`config.mk`:
```
export PLATFORM = sky130hd
export DESIGN_NAME = dispatcher_1_4_32
export DESIGN_NICKNAME = d
export VERILOG_FILES = /design/src/rtl/dispatcher_1_4_32_pkg.sv /design/src/rtl/dispatcher_1_4_32_dispatch_fifo.sv /design/src/rtl/dispatcher_1_4_32.sv
export SDC_FILE = /design/constraint.sdc
export NUM_CORES = 1
export LEC_CHECK = 0
export BUFFER_PORTS_ARGS = -buffer_cell sky130_fd_sc_hd__buf_4
export CAP_MARGIN = 20
export CORE_AREA = 2 2 144 146
export DETAILED_ROUTE_END_ITERATION = 6
export DIE_AREA = 0 0 146 148
export PLACE_DENSITY = 0.78
export SYNTH_ARGS = -nofsm -noshare
export SYNTH_HDL_FRONTEND = slang
export SYNTH_HIERARCHICAL = 1
export SYNTH_SLANG_ARGS = --single-unit
```
`constraint.sdc`:
```
create_clock -name clk -period 5.9 [get_ports clk]
set_input_delay 0.885 -clock clk [delete_from_list [all_inputs] [get_ports clk]]
set_output_delay 0.885 -clock clk [all_outputs]
set_load 0.01 [all_outputs]
```
`src/rtl/dispatcher_1_4_32_pkg.sv`:
```
// Shared definitions for the 1-to-4 write-back dispatcher.
//   DISP_CH     : number of consumer channels
//   disp_ch_t   : channel index carried on in_sel
//   CH_*        : conventional channel assignment for write-back sinks
package dispatcher_1_4_32_pkg;

    localparam int DISP_CH = 4;

    typedef logic [1:0] disp_ch_t;

    localparam disp_ch_t CH_REGFILE = 2'd0;
    localparam disp_ch_t CH_HI      = 2'd1;
    localparam disp_ch_t CH_LO      = 2'd2;
    localparam disp_ch_t CH_CP0     = 2'd3;

    // One-hot decode of a channel index.
    function automatic logic [DISP_CH-1:0] ch_onehot(input disp_ch_t ch);
        logic [DISP_CH-1:0] oh;
        oh = '0;
        oh[ch] = 1'b1;
        return oh;
    endfunction

endpackage

```
`src/rtl/dispatcher_1_4_32_dispatch_fifo.sv`:
```
// Per-channel synchronous FIFO for the dispatcher.
//   clk, rst_n  : clock, asynchronous active-low reset
//   flush       : synchronous clear; dominates push
//   push        : write push_data (ignored when full or flushing)
//   push_data   : word to write
//   pop         : remove head word (ignored when empty)
//   head_data   : current head word, forced to 0 when empty
//   full, empty : occupancy status
module dispatch_fifo #(
    parameter int DATA_W = 32,
    parameter int DEPTH  = 2
) (
    input  logic              clk,
    input  logic              rst_n,
    input  logic              flush,
    input  logic              push,
    input  logic [DATA_W-1:0] push_data,
    input  logic              pop,
    output logic [DATA_W-1:0] head_data,
    output logic              full,
    output logic              empty
);

    localparam int AW = $clog2(DEPTH);

    // Pointers carry one extra wrap bit to tell full from empty.
    logic [AW:0]       wr_ptr;
    logic [AW:0]       rd_ptr;
    logic [DATA_W-1:0] mem [DEPTH];
    logic              do_push;
    logic              do_pop;

    assign empty   = (wr_ptr == rd_ptr);
    assign full    = (wr_ptr[AW] != rd_ptr[AW]) && (wr_ptr[AW-1:0] == rd_ptr[AW-1:0]);
    assign do_push = push && !full && !flush;
    assign do_pop  = pop && !empty;

    assign head_data = empty ? '0 : mem[rd_ptr[AW-1:0]];

    always_ff @(posedge clk or negedge rst_n) begin
        if (!rst_n) begin
            wr_ptr <= '0;
            rd_ptr <= '0;
        end else if (flush) begin
            wr_ptr <= '0;
            rd_ptr <= '0;
        end else begin
            if (do_push) wr_ptr <= wr_ptr + (AW+1)'(1);
            if (do_pop)  rd_ptr <= rd_ptr + (AW+1)'(1);
        end
    end

    // Storage is not reset; the empty gate on head_data hides stale words.
    always_ff @(posedge clk) begin
        if (do_push) mem[wr_ptr[AW-1:0]] <= push_data;
    end

endmodule

```
`src/rtl/dispatcher_1_4_32.sv`:
```
// 1-to-4 dispatcher: routes one producer stream to four buffered consumer
// channels selected by in_sel. Each channel stalls independently.
//   clk, rst_n          : clock, asynchronous active-low reset
//   flush               : clear all channel FIFOs at the next edge
//   in_valid/in_ready   : producer handshake; in_sel picks the channel
//   in_data             : producer word
//   out_valid/out_ready : per-channel consumer handshake (bit i = channel i)
//   out0..3_data        : per-channel head words (0 when empty)
//   full                : per-channel FIFO full status
module dispatcher_1_4_32
    import dispatcher_1_4_32_pkg::*;
#(
    parameter int DATA_W = 32,
    parameter int DEPTH  = 2
) (
    input  logic              clk,
    input  logic              rst_n,
    input  logic              flush,
    input  logic              in_valid,
    output logic              in_ready,
    input  logic [1:0]        in_sel,
    input  logic [DATA_W-1:0] in_data,
    output logic [3:0]        out_valid,
    input  logic [3:0]        out_ready,
    output logic [DATA_W-1:0] out0_data,
    output logic [DATA_W-1:0] out1_data,
    output logic [DATA_W-1:0] out2_data,
    output logic [DATA_W-1:0] out3_data,
    output logic [3:0]        full
);

    logic [DISP_CH-1:0] push_vec;
    logic [DISP_CH-1:0] pop_vec;
    logic [DISP_CH-1:0] empty_vec;
    logic [DATA_W-1:0]  head [DISP_CH];

    // Ready looks only at the selected channel, never at out_ready, so a
    // slot freed by a same-cycle pop is not reused until the next cycle.
    assign in_ready = !flush && !full[in_sel];
    assign push_vec = (in_valid && in_ready) ? ch_onehot(disp_ch_t'(in_sel)) : '0;
    assign pop_vec  = out_valid & out_ready;

    for (genvar i = 0; i < DISP_CH; i++) begin : g_ch
        dispatch_fifo #(
            .DATA_W (DATA_W),
            .DEPTH  (DEPTH)
        ) u_fifo (
            .clk       (clk),
            .rst_n     (rst_n),
            .flush     (flush),
            .push      (push_vec[i]),
            .push_data (in_data),
            .pop       (pop_vec[i]),
            .head_data (head[i]),
            .full      (full[i]),
            .empty     (empty_vec[i])
        );
    end

    assign out_valid = ~empty_vec;
    assign out0_data = head[CH_REGFILE];
    assign out1_data = head[CH_HI];
    assign out2_data = head[CH_LO];
    assign out3_data = head[CH_CP0];

endmodule

```
======== Word level (Yosys, flattened, before mapping) ========
Memories as Yosys holds them, arrays and structs flattened.
Cells that the tools add are included.
storage, ports and cells
  register bits ........................... 16
  memory bits (writable) .................. 256
  output and inout bits ................... 137
  word-level logic and storage cells ...... 106
  memories ................................ 4
memory list
  memory              depth  bits a word  read ports  clocked after Yosys merged registers in  write ports  RTL line                               RTL
  g_ch[0].u_fifo.mem  2      32           1           0                                        1            dispatcher_1_4_32_dispatch_fifo.sv:29  logic [DATA_W-1:0] mem [DEPTH];
  g_ch[1].u_fifo.mem  2      32           1           0                                        1            dispatcher_1_4_32_dispatch_fifo.sv:29
  g_ch[2].u_fifo.mem  2      32           1           0                                        1            dispatcher_1_4_32_dispatch_fifo.sv:29
  g_ch[3].u_fifo.mem  2      32           1           0                                        1            dispatcher_1_4_32_dispatch_fifo.sv:29
cells by class
  reductions and logical operators ........ 37
  $lt $le $gt $ge ......................... 2
  eq/ne operators ......................... 12
  mux-type cells .......................... 33
  bitwise logic cells ..................... 2
  add/subtract/negate cells ............... 8
operator list
  cell                 count
  $mux 32              4
  $mux 2               16
  $logic_and 1x1->1    19
  $add 2x1->2 const B  8
  $reduce_bool 2->1    8
  $logic_not 1->1      10
  $mux 1               10
  $eq 2x2->1           4
  $and 4x4->4          1
  $eq 1x1->1           4
  $mux 4               1
  $ne 1x1->1           4
  $not 4->4            1
  $lt 2x3->1 const B   1
  $bmux 1 s2           1
  $demux 1 s2          1
  $ge 2x1->1 const B   1

======== Logic depth before layout (Yosys ltp) ========
Gate-level depths: netlist of the first run.
  depth in word-level cells ............... 12
  mapped depth ............................ 8
  depth with buffers taken out ............ 6

======== Hierarchy ========
The synthesis of the first run kept the hierarchy.
by module, submodules not included
  module                               area an instance (um^2)  seq. area each (um^2)  cells each  times used
  dispatch_fifo at g_ch[0].u_fifo ...  2,750.1                  2,021.9                209         2
  dispatch_fifo at g_ch[1].u_fifo ...  2,716.4                  2,021.9                167         2
  dispatcher_1_4_32                    107.6                    0.0                    16          1

======== Least setup slack after synthesis of the first run ========
Ideal clock, no wire load.
  path kind ............................... in2reg
  from .................................... input in_sel[1]
  to ...................................... memory g_ch[1].u_fifo.mem[0][0] (enable)
  cell stages on the path ................. 3
  slack ................................... 251 ps
  data required time ...................... 5,387 ps
  data arrival time ....................... 5,136 ps
  cells stage by stage .................... or3b_1 > nor3b_1 > nor4b_1
on the way
  word-level cells in the longest chain between the ends .. 10
  elaborated cells between the ends (all ways) .. 15
  classes of those cells .................. order compare (2); mux (7); reduce/logical (6)
RTL lines
  element                                             RTL line                               RTL
  from (decl)                                         dispatcher_1_4_32.sv:21                input logic [1:0] in_sel,
  branches (longest 5 deep; another with $lt 2x3->1)  n/a
  $mux 4 *                                            dispatcher_1_4_32.sv:40                assign push_vec = (in_valid && in_ready) ? ch_onehot(disp_ch_t'(in_sel)) : '0;
  net push_vec[1]                                     dispatcher_1_4_32.sv:32                logic [DISP_CH-1:0] push_vec;
  $logic_and 1x1->1 * (2 in series)                   dispatcher_1_4_32_dispatch_fifo.sv:35  assign do_push = push && !full && !flush;
  $mux 1 *                                            dispatcher_1_4_32_dispatch_fifo.sv:55  if (do_push) mem[wr_ptr[AW-1:0]] <= push_data;
  $mux 1 (not written as such) *                      dispatcher_1_4_32_dispatch_fifo.sv:55
  to (decl)                                           dispatcher_1_4_32_dispatch_fifo.sv:29
Mark *: on every way through the listed nets, which the timed path passes. The select of a mux whose other input is x is not followed.

======== Worst setup path after layout of the first run ========
  from .................................... register g_ch[3].u_fifo.rd_ptr[1]
  to ...................................... output out3_data[22]
on the way
  word-level cells in the longest chain between the ends .. 2
RTL lines
  element                 RTL line                               RTL
  from (decl)             dispatcher_1_4_32_dispatch_fifo.sv:28  logic [AW:0] rd_ptr;
  from (signal assigned)  dispatcher_1_4_32_dispatch_fifo.sv:49  if (do_pop) rd_ptr <= rd_ptr + (AW+1)'(1);
  $eq 2x2->1              dispatcher_1_4_32_dispatch_fifo.sv:33  assign empty = (wr_ptr == rd_ptr);
  $mux 32                 dispatcher_1_4_32_dispatch_fifo.sv:38  assign head_data = empty ? '0 : mem[rd_ptr[AW-1:0]];
  to (decl)               dispatcher_1_4_32.sv:28                output logic [DATA_W-1:0] out3_data,
No other way between the ends.

==> flow_results.org, run 1 <==
** Floorplan
- In this run the count of I/O pins placed on the die edge is 179.
- Initial Utilization :: 0.551
- The floorplan has 52 rows.
- From left edge to right edge, the die measures 146 um.
- Floorplan die height :: 148 um
- In this run the standard cell core region covers 20000 um^2.
- The die covers 21600 um^2.

** Global routing
- For met2 alone, demand over resource in global routing was 0.367.
- The first global-routing pass estimated 37300 um of wire.
- The number of global-route vias before repair came to 6658.
- The layer flagged by global routing as most heavily used is met2.
- The number of antenna violations at the first check in global routing came to 0.
- For met1 alone, demand over resource in global routing was 0.307.
- All-Layer GR Usage :: 0.223
- Total congestion overflow after global routing :: 0
- In the global route stage, met3 resource usage came out at 0.0444.
- Entering global routing, the biggest net connects 73 pins.

** Route
- Summing over every cut layer, the via total after detailed routing is 6993.
- In the final routed layout, each cell accounts on average for 20.2 um.
- Iteration-0 DRC Markers :: 545
- For this run, design rule violations remaining after detail routing come to 0.
- Final ANT Viol Nets :: 0
- 1st-pass router iterations :: 7
- The final layout contains routed wiring with a total length of 24700 um.
- In the routed layout, each cell is associated on average with a via count of 5.72.

** Worst setup path
- Crit path launch type :: register
- At the worst endpoint, the arrival time is 2.88 ns.
- Critical Path Max Stage Delay :: 0.86 ns
- Setup crit start :: g_ch[3].u_fifo/rd_ptr[1]
- The critical path is of the reg -> out type.
- The startpoint identified for the worst register-to-register timing path is g_ch[2].u_fifo/rd_ptr[0].
- The largest individual stage delay along the critical path comes from the cell sky130_fd_sc_hd__xor2_4.
- Max Fanout on Critical Path :: 37
- Required time of the critical path :: 5.02 ns
- Walking the worst path, the cells encountered are xor2_4, nor2_4, o22ai_1, buf_4.
- Dominant delay contributor by cell family on the critical path :: XOR/XNOR gates
- The number of buffers and inverters on the critical path is 1.
- STA classifies the critical path endpoint as an output port.

** Synth
- Count of distinct cell types in the synthesized netlist :: 36
- Yosys printed 6 warnings.
- Counting every instance in the synthesized netlist gives 768.
- Net count after synthesis :: 810
- Synth Cell Area :: 11000 um^2
- Seq cells post-synth :: 272
- Seq/Total Area, Yosys :: 0.733
- Mean instance size in the synthesized netlist :: 14.4 um^2

** Timing
- Final Skew :: 0.00808 ns
- Number of hold-slack violations in the final timing report :: 0
- Measured against its own limit, the worst slew margin works out to 0.287.
- Setup slack closes at 2.13 ns.
- Slew at the pin closest to its max-slew limit :: 1.07 ns
- Min Tclk post-route :: 3.77 ns
- Final setup viols :: 0
- Of the available clock period, the critical path in the final layout requires 0.638.
- Max frequency :: 0.266 GHz
- After routing, the total negative slack on setup checks comes to 0 ns.
- Setup repair after global routing missed its margin :: false
- WHS :: 0.224 ns
- The number of pins exceeding their max-slew limit in the final report is 0.

** Clocking
- Counting the buffers created by CTS gives 26.
- Resized cells post-CTS :: 0
- For the worst-skew pair, the clock arrives at the later sink with an insertion delay of 0.52 ns.
- TritonCTS built the clock tree.
- The longest clock path from root to sink contains 3 buffers.
- Setup Buffers After CTS :: 0
- H-tree levels :: 1
- Reg clk slew, reported paths :: 0.06 ns
- After clock tree synthesis, the flow added hold-fix buffers numbering 0.
- CTS saw 272 sinks.
- CTS root buf :: sky130_fd_sc_hd__clkbuf_16

** Placed design
- RePlAce Congestion :: 0.752
- During placement, the flow inserted port buffers numbering 178.
- The number of placed instances, taps included, is 1174.
- At the placement stage, the worst setup path has a slack of 2.27 ns.
- Half-perimeter wire length of the detailed placement result :: 15000 um

** Final layout
- Top library cells by usage in the layout, fill and taps aside :: sky130_fd_sc_hd__edfxtp_1 (256), sky130_fd_sc_hd__buf_4 (190), sky130_fd_sc_hd__nor2_1 (87)
- P&R area growth vs syn :: 21.9%
- For this run, the number of standard cells in the final layout without fillers is 1223.
- Diodes inserted :: 0
- The library cell used most frequently in the layout, excluding fill and tap cells, is sky130_fd_sc_hd__edfxtp_1.
- Fill cell count :: 1426
- In the final layout, the share of cells above drive strength 1 is 0.263.
- Final Net Count :: 976

** Outcome
- The flow ran to the end, and the final reports show no timing, DRC or antenna violations.

** Run
- Max-cap violations :: 0

** Hold path
- The tightest min-delay check is of the in -> async type.

** Pwr
- Across the VDD grid, the largest voltage drop is 0.251 mV.
- Power Dens Cells :: 295 nW/um^2
- Lkg Pwr :: 4.73 nW
sequential cells by signal (all words and copies together), names as in the netlist:
signal              count
g_ch.u_fifo/rd_ptr      8
g_ch.u_fifo/mem       256
g_ch.u_fifo/wr_ptr      8
worst register-to-register path, cell delays in order (launching register included):
cell and delay (ns):
sky130_fd_sc_hd__dfrtp_2 0.34, sky130_fd_sc_hd__buf_4 0.56, sky130_fd_sc_hd__xor2_1 0.33, sky130_fd_sc_hd__nor2_1 0.13, sky130_fd_sc_hd__nor3_1 0.56, sky130_fd_sc_hd__nor4b_2 0.90
sky130_fd_sc_hd__buf_4 0.53
cells in the mapped netlist, drive strengths merged:
library cell | count | area (um^2)
buf | 30 | 200
a31oi | 4 | 25.0
dfrtp | 16 | 400
nor3b | 2 | 15.0
a21oi | 10 | 50.1
inv | 8 | 30.0
mux4 | 1 | 22.5
nand3 | 6 | 30.0
nor2 | 91 | 357
xnor2 | 4 | 35.0
nand3b | 5 | 37.5
nor4b | 4 | 35.0
o22ai | 64 | 400
nor3 | 2 | 10.0
nor2b | 4 | 25.0
nand4b | 2 | 17.5
mux2i | 72 | 721
edfxtp | 256 | 7690
o21ai | 64 | 320
or3b | 1 | 8.76
xor2 | 8 | 100
and4b | 2 | 22.5
nand4 | 2 | 12.5
clkbuf | 24 | 95.1
nand2 | 74 | 278
o21bai | 2 | 15.0
a311oi | 6 | 65.1
nand2b | 4 | 25.0
final timing paths:
path                            slack (ns)                         to  depth (start not counted)
worst min register to register        0.67   g_ch[1].u_fifo/rd_ptr[1]                          2
min in group clk                      0.60   g_ch[2].u_fifo/mem[1][3]                          1
worst max register to register        2.20  g_ch[2].u_fifo/mem[0][11]                          6
worst min-delay path                  0.22   g_ch[2].u_fifo/rd_ptr[1]                          1
max in group asynchronous             5.45   g_ch[0].u_fifo/rd_ptr[0]                          1
worst max-delay path                  2.13              out3_data[22]                          4
routing by layer:
layer	up-vias	wire (um)
met5	-	0
met4	0	625
met3	50	2000
met2	289	11900
met1	3446	10100
li1	3208	-
per-stage QoR:
step | area, um^2 | power [mW] | utilization
finish | 13500 | 3.97 | 0.672
global route | 13500 | 4.09 | 0.672
CTS | 13400 | 3.99 | 0.670
detailed placement | 12600 | 2.43 | 0.629
global placement | 12600 | 2.43 | 0.628
floorplan | 11000 | 2.30 | -
final cells by class:
| cell class | count | area, um^2 | area share |
|---|---|---|---|
| Clock buffer | 38 | 757 | 0.0562 |
| Clock inverter | 9 | 65.1 | 0.00483 |
| Inverter | 8 | 30.0 | 0.00223 |
| Multi-Input combinational cell | 434 | 2710 | 0.202 |
| Sequential cell | 272 | 8090 | 0.601 |
| Tap cell | 270 | 338 | 0.0251 |
| Timing Repair Buffer | 192 | 1470 | 0.109 |
report_power, final:
part	total (mW)	switching, mW	leakage (nW)	internal, mW
combinational	0.262	0.155	1.80	0.107
clock	1.58	0.652	0.406	0.928
sequential	2.13	0.00819	2.52	2.13
total	3.97	0.815	4.73	3.16
kinds of logic (layout without fill, tap and decap cells):
group | count (synthesis) | count (layout) | synth area share
flip-flops | 272 | 272 | 0.733
AND/OR/NAND/NOR | 199 | 199 | 0.0791
AO/OA/AOI/OAI | 150 | 150 | 0.0793
multiplexers | 73 | 73 | 0.0673
buffers and inverters | 62 | 247 | 0.0295
XOR/XNOR | 12 | 12 | 0.0122
No activity file was read; power rests on OpenSTA's default activity.
==> run 2, diff against run 1 <==
==> constraint.sdc (replaced) <==
create_clock -name clk -period 3.6 [get_ports clk]
set_input_delay 0.54 -clock clk [delete_from_list [all_inputs] [get_ports clk]]
set_output_delay 0.54 -clock clk [all_outputs]
set_load 0.01 [all_outputs]
==> flow_results.org, run 2 (synthesis gave the netlist of run 1 again) <==
** Clocking
- Post-CTS timing repair inserted 0 buffers for setup.
- After clock tree synthesis, the clock-pin slew on the worst setup and hold paths is 0.06 ns.
- Clock sinks :: 272
- CTS root buf :: sky130_fd_sc_hd__clkbuf_16
- In this run the number of H-tree levels came out at 1.
- TritonCTS built the clock tree.
- Latest clock arrival within the worst-skew pair :: 0.52 ns
- CTS Buffer Depth :: 3
- TritonCTS Buffers :: 27

** Timing
- Headroom to the max-slew limit came out at 0.376.
- Part of the cycle the worst path needs :: 0.923
- Final number of max-transition violations :: 0
- For the final routed database, the setup TNS stands at 0 ns.
- At the pin with the least slew margin, the transition time is 0.934 ns.
- Max frequency :: 0.301 GHz
- For the final database, setup skew stands at 0.00840 ns.
- The hold violation total from the final report is 0.
- Setup violations remaining at the end of the flow were counted as 0.
- Min Tclk post-route :: 3.32 ns
- WHS :: 0.267 ns
- Setup repair after global routing left no endpoint under its margin.

** Global routing
- The number of global-route vias before repair was 6942.
- Maximum number of pins on one net before global-route repair :: 73
- After global routing the overflow that remains totals 0.
- All-Layer GR Usage :: 0.242
- The number of antenna violations at the first check in global routing came to 0.
- Met3 Resource Use GR :: 0.0355
- The layer flagged by global routing as most heavily used is met2.
- Met2 Resource Use GR :: 0.405
- In the global route stage, met1 resource usage came out at 0.333.
- The first global-routing pass estimated 39900 um of wire.

** Hold path
- The path class of the tightest hold or removal check is in -> reg.
- Along the worst hold path, the cell count comes to 1.
- End of the worst hold path :: g_ch[1].u_fifo/mem[0][1]
- The startpoint identified for the worst hold timing path is in_data[1].

** Floorplan
- Floorplan die height :: 148 um
- Pin placement for this block handled 179 I/O pins.
- X dimension of the die :: 146 um
- The die covers 21600 um^2.
- The initialized floorplan defines 52 standard-cell rows.
- Core Box Area :: 20000 um^2
- The initial utilization of the core area, before any placement, comes to 0.551.

** Worst setup path
- The critical path in this run is classified as reg -> out.
- The setup check on the worst reg-to-reg path leaves a slack of 0.52 ns.
- Signal arrival time at the worst endpoint :: 2.78 ns
- Max Fanout on Critical Path :: 32
- Startpoint of the most critical register-to-register path :: g_ch[3].u_fifo/wr_ptr[0]
- Required time of the critical path :: 3.06 ns
- The worst register-to-register path ends at g_ch[3].u_fifo/mem[1][8].
- Worst R2R Path Depth :: 6
- Category of the worst setup path capture point :: output port
- STA classifies the critical path startpoint as a register.

** Route
- The detailed router placed 7200 vias in this run.
- In this run the remaining antenna-violating nets after routing total 0.
- In the routed design, unresolved DRC markers number 0.
- In this run, the number of DRC markers left after iteration 0 of detailed routing was 655.
- Summed over all layers, the routed wires come to 26700 um.
- 1st-pass router iterations :: 5
- After detailed routing, the number of vias per cell comes to 5.84.
- Routed wire per std cell :: 21.7 um

** Pwr
- In this run the static leakage power is 4.80 nW.
- IR analysis of the VDD net gives a maximum drop of 0.429 mV.
- Power Dens Cells :: 490 nW/um^2

** Final layout
- Post-layout instance area :: 13600 um^2
- Share of layout cells above drive strength 1 :: 0.269
- Register Area :: 8090 um^2
- Diodes inserted :: 0
- Area taken by multi-input logic gates :: 2760 um^2
- For this run, the number of standard cells in the final layout without fillers is 1233.
- The area growth from synthesis to layout is 23.3%.
- Most common library cell in the layout ignoring fill and taps :: sky130_fd_sc_hd__edfxtp_1
- Max reg flops :: 256
- The filler cells instantiated in the layout total 1370.
- The top cell types in the final layout, fill and taps aside, are sky130_fd_sc_hd__edfxtp_1 (256), sky130_fd_sc_hd__buf_4 (196), sky130_fd_sc_hd__nor2_1 (87).
- Final Net Count :: 985

** Placed design
- DP Cell Count :: 1182
- Half-perimeter wire length of the detailed placement result :: 16800 um
- Count of buffers inserted at the top-level ports :: 178
- Post-DP Area :: 12700 um^2
- Routability-driven placement finished with a final weighted congestion of 0.851.

** Outcome
- Result of the run :: complete, no violations

** Run
- Max-cap violations :: 0
==> run 2: layout make-up <==
| cell class | count | area share |
|---|---|---|
| tap | 270 | 0.0248 |
| inverter | 8 | 0.00221 |
| sequential | 272 | 0.594 |
| clock inverter | 9 | 0.00882 |
| clock buffer | 40 | 0.0554 |
| timing repair buffer | 199 | 0.112 |
| multi-input combinational | 435 | 0.203 |
==> run 2: how the worst max path moves through the flow <==
stage	start	end	cells past startpoint
global route	g_ch[3].u_fifo/wr_ptr[0]	out3_data[21]	5
detailed placement	g_ch[3].u_fifo/wr_ptr[0]	g_ch[3].u_fifo/mem[1][9]	6
floorplan	g_ch[3].u_fifo/rd_ptr[0]	g_ch[3].u_fifo/mem[0][0]	6
global placement	g_ch[3].u_fifo/wr_ptr[0]	g_ch[3].u_fifo/mem[1][20]	6
CTS	g_ch[3].u_fifo/wr_ptr[0]	out3_data[21]	5
finish	g_ch[0].u_fifo/wr_ptr[0]	out0_data[4]	4
==> run 2: per-stage QoR <==
step | util | power [mW] | setup slack [ns]
detailed placement | 0.635 | 4.00 | 0.577
global route | 0.679 | 6.88 | 0.169
finish | 0.679 | 6.68 | 0.278
floorplan | - | 3.78 | 0.488
global placement | 0.635 | 3.99 | 0.700
CTS | 0.679 | 6.71 | 0.140
==> run 2: what timing repair did <==
action,CTS,global route
endpoints found under the hold margin,16,0
hold buffers,1,0
gates resized for setup,0,1
endpoints found under the setup margin,0,2
==> run 2: metal layers <==
metal / share of wire / vias up
met1: 0.40 / 3592
li1: - / 3230
met2: 0.49 / 341
met4: 0.022 / 0
met3: 0.081 / 37
met5: 0 / -
==> run 2: power by group <==
part	switching, mW	internal [mW]
registers	0.0120	3.48
logic	0.264	0.176
clock network	1.08	1.66
total	1.36	5.32
==> run 2: worst max-delay path, cell delays in order, from the launching register on <==
cell and delay (ns):
sky130_fd_sc_hd__dfrtp_1 0.76, sky130_fd_sc_hd__inv_1 0.20, sky130_fd_sc_hd__nor2_4 0.73, sky130_fd_sc_hd__o22ai_1 0.33, sky130_fd_sc_hd__buf_4 0.23
